`config.mk`:
```
export PLATFORM = sky130hd
export DESIGN_NAME = digit_scan_driver
export DESIGN_NICKNAME = d
export VERILOG_FILES = /design/src/rtl/digit_scan_driver.sv
export SDC_FILE = /design/constraint.sdc
export NUM_CORES = 1
export LEC_CHECK = 0
export CAP_MARGIN = 20
export CORE_UTILIZATION = 41
export DETAILED_ROUTE_END_ITERATION = 7
export GPL_TIMING_DRIVEN = 0
export SYNTH_ARGS = -nofsm -noshare
export SYNTH_HDL_FRONTEND = slang
export SYNTH_SLANG_ARGS = --single-unit
export TNS_END_PERCENT = 10
```
`constraint.sdc`:
```
create_clock -name Clock -period 3.8 [get_ports Clock]
set_input_delay 0.38 -clock Clock [delete_from_list [all_inputs] [get_ports Clock]]
set_output_delay 0.38 -clock Clock [all_outputs]
set_load 0.05 [all_outputs]
```
`src/rtl/digit_scan_driver.sv`:
```
// Two-digit multiplexed 7-segment scanner with frame-synchronous shadows and timeout blink; DIGIT_SCAN_LAMP_TEST_EN adds Lamp_Test.
// Outputs are registered and computed from next-state values, so there is no stale cycle; no backpressure, Enable=0 freezes the scan.
module digit_scan_driver #(
    parameter logic [15:0] SCAN_DIV     = 16'd10_000,
    parameter logic [7:0]  BLINK_FRAMES = 8'd50
) (
    input  logic       Clock,
    input  logic       Reset,
    input  logic [3:0] Sec1,
    input  logic [3:0] Sec0,
    input  logic       Time_Out,
    input  logic       Enable,
`ifdef DIGIT_SCAN_LAMP_TEST_EN
    input  logic       Lamp_Test,
`endif
    output logic [6:0] Segments,
    output logic       Digit_Sel
);

    logic [15:0] r_presc;
    logic        r_digit_sel;
    logic [3:0]  r_sh_tens;
    logic [3:0]  r_sh_ones;
    logic [7:0]  r_frame_cnt;
    logic        r_blink_on;
    logic [6:0]  r_segments;

    logic        w_tick;
    logic        w_frame;
    logic        w_lamp;
    logic [15:0] w_presc_nxt;
    logic        w_sel_nxt;
    logic [3:0]  w_tens_nxt;
    logic [3:0]  w_ones_nxt;
    logic [7:0]  w_cnt_nxt;
    logic        w_blink_nxt;
    logic [3:0]  w_digit;
    logic        w_blank;
    logic [6:0]  w_seg_nxt;

`ifdef DIGIT_SCAN_LAMP_TEST_EN
    assign w_lamp = Lamp_Test;
`else
    assign w_lamp = 1'b0;
`endif

    function automatic logic [6:0] seg_decode(input logic [3:0] d);
        logic [6:0] s;
        case (d)
            4'd0:    s = 7'h3F;
            4'd1:    s = 7'h06;
            4'd2:    s = 7'h5B;
            4'd3:    s = 7'h4F;
            4'd4:    s = 7'h66;
            4'd5:    s = 7'h6D;
            4'd6:    s = 7'h7D;
            4'd7:    s = 7'h07;
            4'd8:    s = 7'h7F;
            4'd9:    s = 7'h6F;
            default: s = 7'h40;
        endcase
        return s;
    endfunction

    assign w_tick  = Enable && (r_presc == SCAN_DIV - 16'd1);
    // A frame starts when the tens slot ends and the ones slot begins.
    assign w_frame = w_tick && r_digit_sel;

    always_comb begin
        w_presc_nxt = r_presc;
        w_sel_nxt   = r_digit_sel;
        w_tens_nxt  = r_sh_tens;
        w_ones_nxt  = r_sh_ones;
        w_cnt_nxt   = r_frame_cnt;
        w_blink_nxt = r_blink_on;
        if (Enable) begin
            w_presc_nxt = w_tick ? 16'd0 : r_presc + 16'd1;
            if (w_tick) begin
                w_sel_nxt = ~r_digit_sel;
            end
            if (w_frame) begin
                w_tens_nxt = Sec1;
                w_ones_nxt = Sec0;
            end
            if (!Time_Out) begin
                w_cnt_nxt   = 8'd0;
                w_blink_nxt = 1'b1;
            end else if (w_frame) begin
                if (r_frame_cnt == BLINK_FRAMES - 8'd1) begin
                    w_cnt_nxt   = 8'd0;
                    w_blink_nxt = ~r_blink_on;
                end else begin
                    w_cnt_nxt = r_frame_cnt + 8'd1;
                end
            end
        end
    end

    always_comb begin
        w_digit   = w_sel_nxt ? w_tens_nxt : w_ones_nxt;
        w_blank   = w_sel_nxt && (w_tens_nxt == 4'd0);
        w_seg_nxt = 7'h00;
        if (Enable) begin
            if (w_lamp) begin
                w_seg_nxt = 7'h7F;
            end else if (w_blink_nxt && !w_blank) begin
                w_seg_nxt = seg_decode(w_digit);
            end
        end
    end

    always_ff @(posedge Clock) begin
        if (Reset) begin
            r_presc     <= 16'd0;
            r_digit_sel <= 1'b0;
            r_sh_tens   <= 4'd0;
            r_sh_ones   <= 4'd0;
            r_frame_cnt <= 8'd0;
            r_blink_on  <= 1'b1;
            r_segments  <= 7'h00;
        end else begin
            r_presc     <= w_presc_nxt;
            r_digit_sel <= w_sel_nxt;
            r_sh_tens   <= w_tens_nxt;
            r_sh_ones   <= w_ones_nxt;
            r_frame_cnt <= w_cnt_nxt;
            r_blink_on  <= w_blink_nxt;
            r_segments  <= w_seg_nxt;
        end
    end

    assign Segments  = r_segments;
    assign Digit_Sel = r_digit_sel;

endmodule

```
Word-level counts from Yosys, hierarchy flattened. Memory sizes are Yosys's and may differ from the RTL's. A register that Yosys moved wholly into a read port is not among the register bits. Index checks and enable logic that the tools add are counted.

Equal/unequal tests: 3. Muxes and demuxes: 15. Bitwise logic cells: 4. Reductions and logical operators: 8. Add/sub/neg operators: 2. $lt $le $gt $ge: 0. Shift operators: 0. Multipliers: 0. Div/mod/pow operators: 0.

Operator list (count): $mux W8 (3); $mux W4 (5); $add A16 B1 Y16 const B (1); $eq A16 B14 Y1 const B (1); $mux W16 (1); $add A8 B1 Y8 const B (1); $eq A8 B6 Y1 const B (1); $mux W1 (6); $logic_and A1 B1 Y1 (4); $logic_not A4 Y1 (1); $not A1 Y1 (4); $reduce_or A3 Y1 (1); $ne A2 B1 Y1 const B (1); $reduce_and A2 Y1 (1); $logic_not A1 Y1 (1).

ROM bits: 112. Memory bits (writable): 0. Logic and storage cells: 39. Bits in latches: 0. Memories: 1. Flip-flop bits (word level): 34.

Memories: (name not given) (words 16, bits a word 7, read ports 1, clocked after memory_dff 1, wr ports 0, line 49) `case (d)`.

Depth between registers and ports, before layout.
Word-level depth: 11. Mapped depth: 15.

Worst setup path before layout. No wires, ideal clock.

Path kind: input port to flip-flop. Start point: input Enable. End point: register r_segments[1] (netlist: Segments[1]). Library setup time: 125 ps. Stages on the path: 13. Required time: 3675 ps. Path buffers: 4. Data arrival time: 3226 ps. Setup slack: 449 ps. Cell sequence: buf_2 > nand4_1 > or4_1 > inv_1 > ha_1 > buf_6 > and2_4 > buf_6 > buf_8 > mux4_2 > ha_1 > or2_2 > nor2b_1.

Word-level cells in the longest chain between the ends: 10. Elaborated cells between the ends (all ways): 19. Classes of those cells: mux (10); bitwise (2); reduce/logical (7).

Ends and longest elaborated chain: start, declared (line 12) `input logic Enable,`; $logic_and A1 B1 Y1 (line 65) `assign w_tick = Enable && (r_presc == SCAN_DIV - 16'd1);`; $logic_and A1 B1 Y1 (line 67) `assign w_frame = w_tick && r_digit_sel;`; $mux W4 (line 81) `if (w_frame) begin`; $mux W4 (line 76) `if (Enable) begin`; $logic_not A4 Y1 (line 101) `w_blank = w_sel_nxt && (w_tens_nxt == 4'd0);`; $logic_and A1 B1 Y1 (line 101); $logic_not A1 Y1 (line 106) `end else if (w_blink_nxt && !w_blank) begin`; $logic_and A1 B1 Y1 (line 106); $not A1 Y1 (no source line); $reduce_or A3 Y1 (no source line); end, declared (line 26) `logic [6:0] r_segments;`.

Several ways; a longest one is shown, not always the timed one. A chain may end at the register's enable or synchronous reset.

Worst setup path in the final report. Ends and elaborated chain as after synthesis.

==> impl_metrics.yaml <==
sta:
  max_slew_margin_pct: 64.9
  fin_crit_sh_pct: 95.9
  max_freq_mhz: 275
  fin_worst_skew_ns: 0.00534
  finalSetupViolCount: 0
  holdWs_ns: 0.451
  period_minus_slack_ns: 3.64
  rsz0062_at_grt: "no"
  finalMaxSlewViolations: 0
  hold_viol_final: 0
  worstMarginPinSlew_ns: 0.523
  layout_setup_ws_ns: 0.157
worst_setup_path:
  worstPathMaxFanout: 10
  r2r_cells: 13
  critPathArrivalTime_ns: 3.82
  r2r_setup_slack_ns: 0.22
  cp.depth: 14
  reg2reg_from: "r_presc[12]"
  critical_path_required_ns: 3.98
  reg2reg_to: "Segments[1]"
  critPathMaxStageDelay_ns: 0.57
  cp_cell_sequence: "clkdlybuf4s50_1 > clkbuf_4 > nand4_1 > or4_4 > inv_1 > ha_1 > buf_6 > and2_4 > buf_6 > buf_8 > mux4_2 > ha_1 > or2_2 > nor2b_1"
  critPathBufInv: 6
  critical_path_class: "in2reg"
  cp_top_family: "simple AND/OR/NAND/NOR gates"
  startpoint: "Enable"
  critPathSlowestCell: "mux4_2"
  end_kind: "flop"
  start_kind: "input pin"
routing:
  via_count: 1675
  drt-vias-per-instance: 5.00
  dr_wl_met2_um: 1710
  wl_per_cell_um: 12.1
  drc: 0
  wl_met1_um: 2130
  topRoutingLayerUsed: "met4"
  drt_iter0_drc: 62
  wl_met3_um: 156
  wirelength_um: 4060
  first_pass_iters: 4
  drtAntennaViolNets: 0
synthesis:
  synth.top_cells.by_area: "dfxtp_1 (39%), ha_1 (6.0%), nor2_1 (5.7%), xor2_1 (5.0%), a21oi_1 (3.8%)"
  ys_ff_latch: 41
  synth_ff_type: "dfxtp_1"
  yosysTopAreaCell: "dfxtp_1"
  syn_area_um2: 2090
  synth_top_cell_area_share_pct: 39.3
  yosysWarnings: 0
  synth_nets: 262
  synth_edf_count: 0
  avgSynthCellArea_um2: 8.71
  synth_commonest_cells: "dfxtp_1 (41), nor2_1 (32), nand2_1 (18), a21oi_1 (16)"
  async_flop_share_pct: 0
  synth.most_common_cell: "dfxtp_1"
  ys_types: 41
  yosysSeqAreaShare_pct: 39.3
  synthCells: 240
global_routing:
  grt_max_degree: 14
  grt_pass1_vias: 1531
  grt-ovfl-total: 0
  antenna_found_initial: 0
  grt_pass1_wl_um: 6820
  grt_usage_pct: 16.6
clock_network:
  clk_path_buf_depth: 2
  clockRootBuffer: "clkbuf_8"
  cts_sinks: 41
  path_clk_slew_ns: 0.08
  cts_inserted_buffers: 5
  ctsHoldBuffers: 0
  htreeDepth: 2
  tritoncts: "yes"
  worstSkewPairLatency_ns: 0.29
min_path:
  hold-path-endpoint: "r_sh_ones[1]"
  hold_path.startpoint: "Reset"
  hold_path_class: "in2reg"
  hold_depth: 2
placement:
  dp_hpwl_um: 2990
  dp.cells: 325
  io_buffers: 18
  gp_congestion: 0.764
  dpl_worst_slack_ns: -0.347
floorplan:
  die_area_um2: 5390
  ios: 20
  die_x_um: 73.4
  start_util_pct: 43.4
  fp.coreArea_um2: 4820
  die_h_um: 73.4
  rows: 25
power_and_ir_drop:
  power.density_nw_per_um2: 314
  ir_worst_vdd_uv: 188
  leakagePower_uw: 0.000920
layout:
  syn2layout_area_growth_pct: 17.8
  n_antenna_cell: 0
  layout-drive-gt1-share_pct: 10.1
  stdcell_count: 335
  fin_util_pct: 51.1
  nFillCells: 499
  nNetsFinal: 289
job:
  drv_cap: 0
outcome:
  status: "finished clean"
## cells by family after synthesis
logic type	count (synthesis)	synth area share (%)
flops	41	39.3
xor+xnor	17	7.13
fa+ha+maj	10	5.99
simple gates	107	25.4
compound gates	33	9.58
buf+inv	21	5.33
mux	11	7.31
## repair_timing
action | 4_1_cts | 5_1_grt
resized for setup | 1 | 2
setup buffers | 0 | 2
gates cloned | 0 | 0
endpoints found under the hold margin | 0 | 0
endpoints found under the setup margin | 2 | 3
pin swaps | 0 | 2
## routing by layer
| layer | vias to the layer above | global-route usage [%] |
|---|---|---|
| li1 | 875 | - |
| met1 | 770 | 22.9 |
| met2 | 24 | 25.4 |
| met3 | 6 | 4.12 |
| met4 | 0 | 5.77 |
| met5 | - | 0 |
## state kept, by name, indices dropped and copies added (netlist names)
name / cells
r_frame_cnt: 8
r_sh_tens: 4
r_presc: 16
Digit_Sel: 1
Segments: 7
r_blink_on: 1
r_sh_ones: 4
## where the power goes
group	internal (µW)	leakage [µW]	switching, µW
registers	434	0.000332	2.10
clock network	127	0.0000439	150
logic	25.0	0.000544	35.8
total	586	0.000920	188
## stage by stage
| step | cell area, µm² | setup TNS [ns] | total power [µW] |
|---|---|---|---|
| floorplan | 2090 | 0 | 482 |
| global placement | 2350 | -1.06 | 508 |
| detailed placement | 2350 | -1.18 | 508 |
| CTS | 2440 | 0 | 784 |
| global route | 2460 | 0 | 808 |
| finish | 2460 | 0 | 774 |
## worst max path at each step
stage               slack (ns)     endpoint
floorplan                 0.45  Segments[1]
global placement         -0.33  Segments[1]
detailed placement       -0.35  Segments[1]
CTS                      0.005  Segments[1]
global route              0.04  Segments[1]
finish                    0.16  Segments[1]
## placed cells by master, fill, tap and decap left out, types with 2 or more instances in the layout
| cell type | n |
|---|---|
| ha_1 | 10 |
| nand4_1 | 7 |
| nand2b_1 | 3 |
| buf_6 | 2 |
| or3_1 | 6 |
| clkinv_2 | 2 |
| mux4_2 | 2 |
| inv_1 | 12 |
| buf_4 | 3 |
| or2_2 | 2 |
| clkbuf_8 | 5 |
| xor2_1 | 12 |
| dfxtp_1 | 41 |
| clkbuf_1 | 2 |
| clkdlybuf4s50_1 | 18 |
| and3_1 | 3 |
| nor2b_1 | 6 |
| o21ai_0 | 7 |
| mux2i_1 | 7 |
| nor2_1 | 32 |
| nor3b_1 | 2 |
| nand2_1 | 18 |
| a21oi_1 | 16 |
| xnor2_1 | 5 |
| o21a_1 | 2 |
| nor3_1 | 8 |
| nand3_1 | 13 |
| and2_1 | 2 |
| o211ai_1 | 2 |
## area by class of cell
| class | instances | area, µm² | area share [%] |
|---|---|---|---|
| buffer | 8 | 65.1 | 2.64 |
| clock buffer | 5 | 68.8 | 2.80 |
| clock inverter | 3 | 17.5 | 0.712 |
| inverter | 13 | 48.8 | 1.98 |
| multi-input combinational | 178 | 1160 | 47.2 |
| sequential | 41 | 821 | 33.4 |
| tap | 67 | 83.8 | 3.41 |
| timing repair buffer | 20 | 195 | 7.93 |
Note: power is estimated with default switching activity, not from simulation.
==> edit 1 (config.mk and constraints unchanged) <==
Put one more register stage on the output `Segments`, without a reset. The value now appears one clock later. The other outputs are not delayed to match.
--- a/src/rtl/digit_scan_driver.sv
+++ b/src/rtl/digit_scan_driver.sv
@@ -130,5 +130,7 @@
     end
 
-    assign Segments  = r_segments;
+    always_ff @(posedge Clock) begin
+        Segments <= r_segments;
+    end
     assign Digit_Sel = r_digit_sel;
 
Formal check against the unedited RTL: not equivalent (Yosys sat finds a counterexample within 4 cycles, from zero or initial values and one cycle with Reset high).
==> edit 1 against the unedited design <==
Area after synthesis grew 5.0%; synthesized cell count stayed put; setup slack better by 160 ps; sequential cell count is 7 higher; cell area rose by 4.8%; die area grew 4.8%; wire length barely moved; power grew 22%; non-clock buffer count down 3; count of clock-buffer cells in the layout unchanged; critical endpoint is now r_segments[3]$_SDFF_PP0_.
==> edit 1: results (changes against the unedited design) <==
critical path arrival=3740 ps (was 3820 ps); Critical-path top delay cell=clkdlybuf4s50_1 (was mux4_2); R2R Setup Slk=560 ps (was 220 ps); DR iter-0 viols=95 (was 62); Hold EP=Segments[1]$_DFF_P_ (was r_sh_ones[1]$_SDFF_PP0_); post-synthesis sequential area ratio=43.81% (was 39.28%); outcome=finished clean (unchanged); Regs by FF count=r_presc x16, r_frame_cnt x8; clock-pin slew on the worst setup and hold paths=90 ps; Placed Area=0.002461 mm² (was 0.002354 mm²); synth cell count leaders=dfxtp_1, nor2_1, nand2_1 (unchanged); largest net degree at the start of global routing=17 (was 14); CP peak stage delay=540 ps (was 570 ps); WL met1=2147 µm (was 2131 µm); vias in the first global route=1,483 (was 1,531); Slew HR=62.67% (was 64.89%); total vias in the final route=1,646 (was 1,675); vias per inst=4.899 (was 5.000); synthesis warning total=0 (unchanged); hold path depth=0 (was 2); synth top area cells=dfxtp_1, nor2_1, mux2i_1, ha_1, xor2_1 (was dfxtp_1, ha_1, nor2_1, xor2_1, a21oi_1); Final HPWL DP=2901 µm (was 2990 µm); worst vdd ir=0.0002538 V (was 0.0001876 V); worst hold-check path type=reg -> reg (was in -> reg); H-tree Lvls=2 (unchanged); dpl cells=328 (was 325); WL/cell=12.10 µm (was 12.13 µm); Detail Route met3 WL=90 µm (was 156 µm); P_leak=0.9721 nW (was 0.9202 nW); GRT Total Usage=16.09% (was 16.64%); worst reg2reg endpoint=r_segments[3]$_SDFF_PP0_ (was Segments[1]$_SDFF_PP0_); GP Congestion=0.7530 (was 0.7639); Num CTS Buffers=5 (unchanged); ant diodes=0 (unchanged); Port Buf Inserts=18 (unchanged); syn nets=262 (unchanged); Synth Area per Inst=9.139 µm² (was 8.706 µm²); switching pwr=214.2 µW (was 187.6 µW); Worst Min Path Start=r_segments[1]$_SDFF_PP0_ (was Reset); Final Skew=5.990 ps (was 5.338 ps); met2 wire len=1765 µm (was 1713 µm); Final #Nets=287 (was 289); Synth cell types=44 (was 41); first-pass GRT wire length=6844 µm (was 6824 µm); Final Max Slew Viols=0 (unchanged); r2r startpoint=r_presc[6]$_SDFFE_PP0P_ (was r_presc[12]$_SDFFE_PP0P_); Fill cells=538 (was 499); share of layout cells above drive strength 1=7.519% (was 10.07%); first drt pass iteration count=5 (was 4)
edit 1: cell types whose count changed after synthesis, sizes merged, moves of 3 or more:
| cell | before | now |
|---|---|---|
| nor2 | 32 | 45 |
| a21oi | 17 | 11 |
| or3 | 6 | 3 |
| o21ai | 7 | 3 |
| dfxtp | 41 | 48 |
| a211oi | 0 | 3 |
| mux2i | 7 | 14 |
| nor2b | 6 | 2 |
| nand3 | 13 | 9 |
edit 1: worst max-delay path by stage:
stage | startpoint | end | slack [ps]
final | Enable | r_segments[3]$_SDFF_PP0_ | 320
after global routing | Enable | r_segments[3]$_SDFF_PP0_ | 10
after CTS | Enable | r_segments[4]$_SDFF_PP0_ | 280
after detailed placement | Enable | r_segments[4]$_SDFF_PP0_ | -40
after global placement | Enable | r_segments[4]$_SDFF_PP0_ | -90
after floorplan | Enable | r_segments[4]$_SDFF_PP0_ | 1080
edit 1: routing by layer:
layer  up-vias  GRT usage (%)
met1       763          22.62
met2        16          24.32
met4         0          5.556
met3         7          3.614
li1        860              -
met5         -              0
edit 1: cells by family after synthesis:
family	after synthesis	share of synthesized area [%]
multiplexers	15	7.986
AND/OR/NAND/NOR	106	23.45
XOR/XNOR	18	7.188
adder cells (fa/ha/maj)	10	5.705
flip-flops	48	43.81
AO/OA/AOI/OAI	25	7.473
buffers and inverters	18	4.392
edit 1: area by class of cell:
class	count	area (µm²)	share of cell area, %
buffer	7	55.05	2.134
clock buffer	5	68.82	2.667
clock inverter	3	46.29	1.794
inverter	11	41.29	1.600
multi-input combinational	174	1140	44.18
sequential	48	960.9	37.25
tap	70	87.58	3.395
timing repair buffer	18	180.2	6.984
edit 1: what timing repair did:
action	4_1_cts	5_1_grt
endpoints found under the hold margin	0	0
buffers inserted	0	0
resized for setup	0	1
setup endpoints to repair	0	1
hold buffers	0	0
edit 1: critical path, delay by kind of cell:
kind / cells / cell delay (ps)
buffers and inverters: 5 / 1160
muxes: 2 / 520
and+or+nand+nor: 4 / 880
AOI/OAI and AO/OA: 1 / 130
adders and majority gates: 2 / 640
edit 1: power by group through the flow:
| stage | Sequential [mW] | Combinational (mW) | Clock [mW] |
|---|---|---|---|
| 6_report | 0.514 | 0.0561 | 0.377 |
| 5_1_grt | 0.515 | 0.0611 | 0.407 |
| 4_1_cts | 0.514 | 0.0563 | 0.389 |
| 3_5_place_dp | 0.526 | 0.0562 | 0 |
| 3_3_place_gp | 0.525 | 0.0561 | 0 |
| 2_1_floorplan | 0.537 | 0.0193 | 0 |
edit 1: stage by stage:
step / setup WS, ps / hold slack (ps)
after floorplan: 1083 / 309.6
after global placement: -87.85 / 309.6
after detailed placement: -36.70 / 312.1
after CTS: 282.4 / 335.1
after global routing: 14.58 / 339.8
final: 315.7 / 333.0
==> edit 2 (config.mk and constraints unchanged) <==
Made on the original files. Set the parameter `SCAN_DIV` to 16'd5000 (it was 16'd10_000).
--- a/src/rtl/digit_scan_driver.sv
+++ b/src/rtl/digit_scan_driver.sv
@@ -2,5 +2,5 @@
 // Outputs are registered and computed from next-state values, so there is no stale cycle; no backpressure, Enable=0 freezes the scan.
 module digit_scan_driver #(
-    parameter logic [15:0] SCAN_DIV     = 16'd10_000,
+    parameter logic [15:0] SCAN_DIV     = 16'd5000,
     parameter logic [7:0]  BLINK_FRAMES = 8'd50
 ) (
Check against the original RTL: no difference found for any inputs over 10 cycles, from zero or initial values and one cycle with Reset high; that may be too few to reach the edited logic, so the function may still have changed.
==> edit 2 against the unedited design <==
Cell area increased by 0.46%; area after synthesis increased by 0.66%; wire length increased by 0.64%; global-route usage increased by 0.26 points; sequential cell count unchanged; setup slack improved by 99 ps; power increased by 0.17%; via count increased by 1.1%; final cell count decreased by 0.30%.
==> edit 2: results (changes against the unedited design) <==
DR iter-0 viols=111 (was 62); mux share of post-synthesis cell area=7.020% (was 7.305%); Placed Area=0.002367 mm² (was 0.002354 mm²); Worst-Margin Slew=610.1 ps (was 522.6 ps); P_leak=0.8865 nW (was 0.9202 nW); Post-Synth XOR/XNOR Area=7.079% (was 7.126%); largest net degree at the start of global routing=13 (was 14); Final HPWL DP=3008 µm (was 2990 µm); r2r startpoint=r_presc[4]$_SDFFE_PP0P_ (was r_presc[12]$_SDFFE_PP0P_); post-synthesis adder-cell area fraction=5.949% (was 5.988%); compound-cell area share of the yosys netlist=11.01% (was 9.581%); dpl cells=326 (was 325); GRT Total Usage=16.90% (was 16.64%); worst hold margin=476.1 ps (was 450.6 ps); worst reg2reg endpoint=Segments[4]$_SDFF_PP0_ (was Segments[1]$_SDFF_PP0_); outcome=finished clean (unchanged); synth top area cells=dfxtp_1, nor2_1, ha_1, xor2_1, a21oi_1 (was dfxtp_1, ha_1, nor2_1, xor2_1, a21oi_1); Synth cell types=42 (was 41); Critical-path top delay cell=or4_1 (was mux4_2); GP Congestion=0.7984 (was 0.7639); Final Skew=8.267 ps (was 5.338 ps); first-pass GRT wire length=6989 µm (was 6824 µm); Hold EP=r_sh_ones[3]$_SDFF_PP0_ (was r_sh_ones[1]$_SDFF_PP0_); syn nets=263 (was 262); Crit Path Category=reg -> reg (was in -> reg); worst vdd ir=0.0002306 V (was 0.0001876 V); post-route clock period utilization=93.25% (was 95.86%); synth cell count leaders=dfxtp_1, nor2_1, nand2_1 (unchanged); Final #Nets=288 (was 289); vias in the first global route=1,555 (was 1,531); drt total wl=4090 µm (was 4064 µm)
-- edit 2: cell count changes in the layout (fill, tap and decap cells not counted), moves of 3 or more --
cell	change
o31ai_1	+3
or3_1	-4
nor2_1	+9
inv_1	-4
o21ai_0	-4
nor3_1	-3
nand3_1	-3
nor4_1	+3
buf_4	-3
-- edit 2: cell type report --
cell class	count	share of cell area (%)
flip-flops and latches	41	33.20
clock buffers	6	2.935
repair buffers	18	7.287
clock inverters	2	0.4049
inverters	8	1.215
well taps	67	3.391
multi-input cells	185	49.60
plain buffers	7	1.974
-- edit 2: where the power goes --
part           internal, mW  switching, mW
clock network         0.127          0.153
registers             0.434        0.00268
logic                0.0243         0.0338
total                 0.586          0.189
-- edit 2: routing by layer --
| layer | track usage, % | vias up | part of all wire, % |
|---|---|---|---|
| met2 | 25.99 | 31 | 44 |
| met1 | 22.65 | 767 | 52 |
| met4 | 6.838 | 0 | 1.5 |
| li1 | - | 888 | - |
| met5 | 0 | - | 0 |
| met3 | 4.115 | 7 | 3.3 |
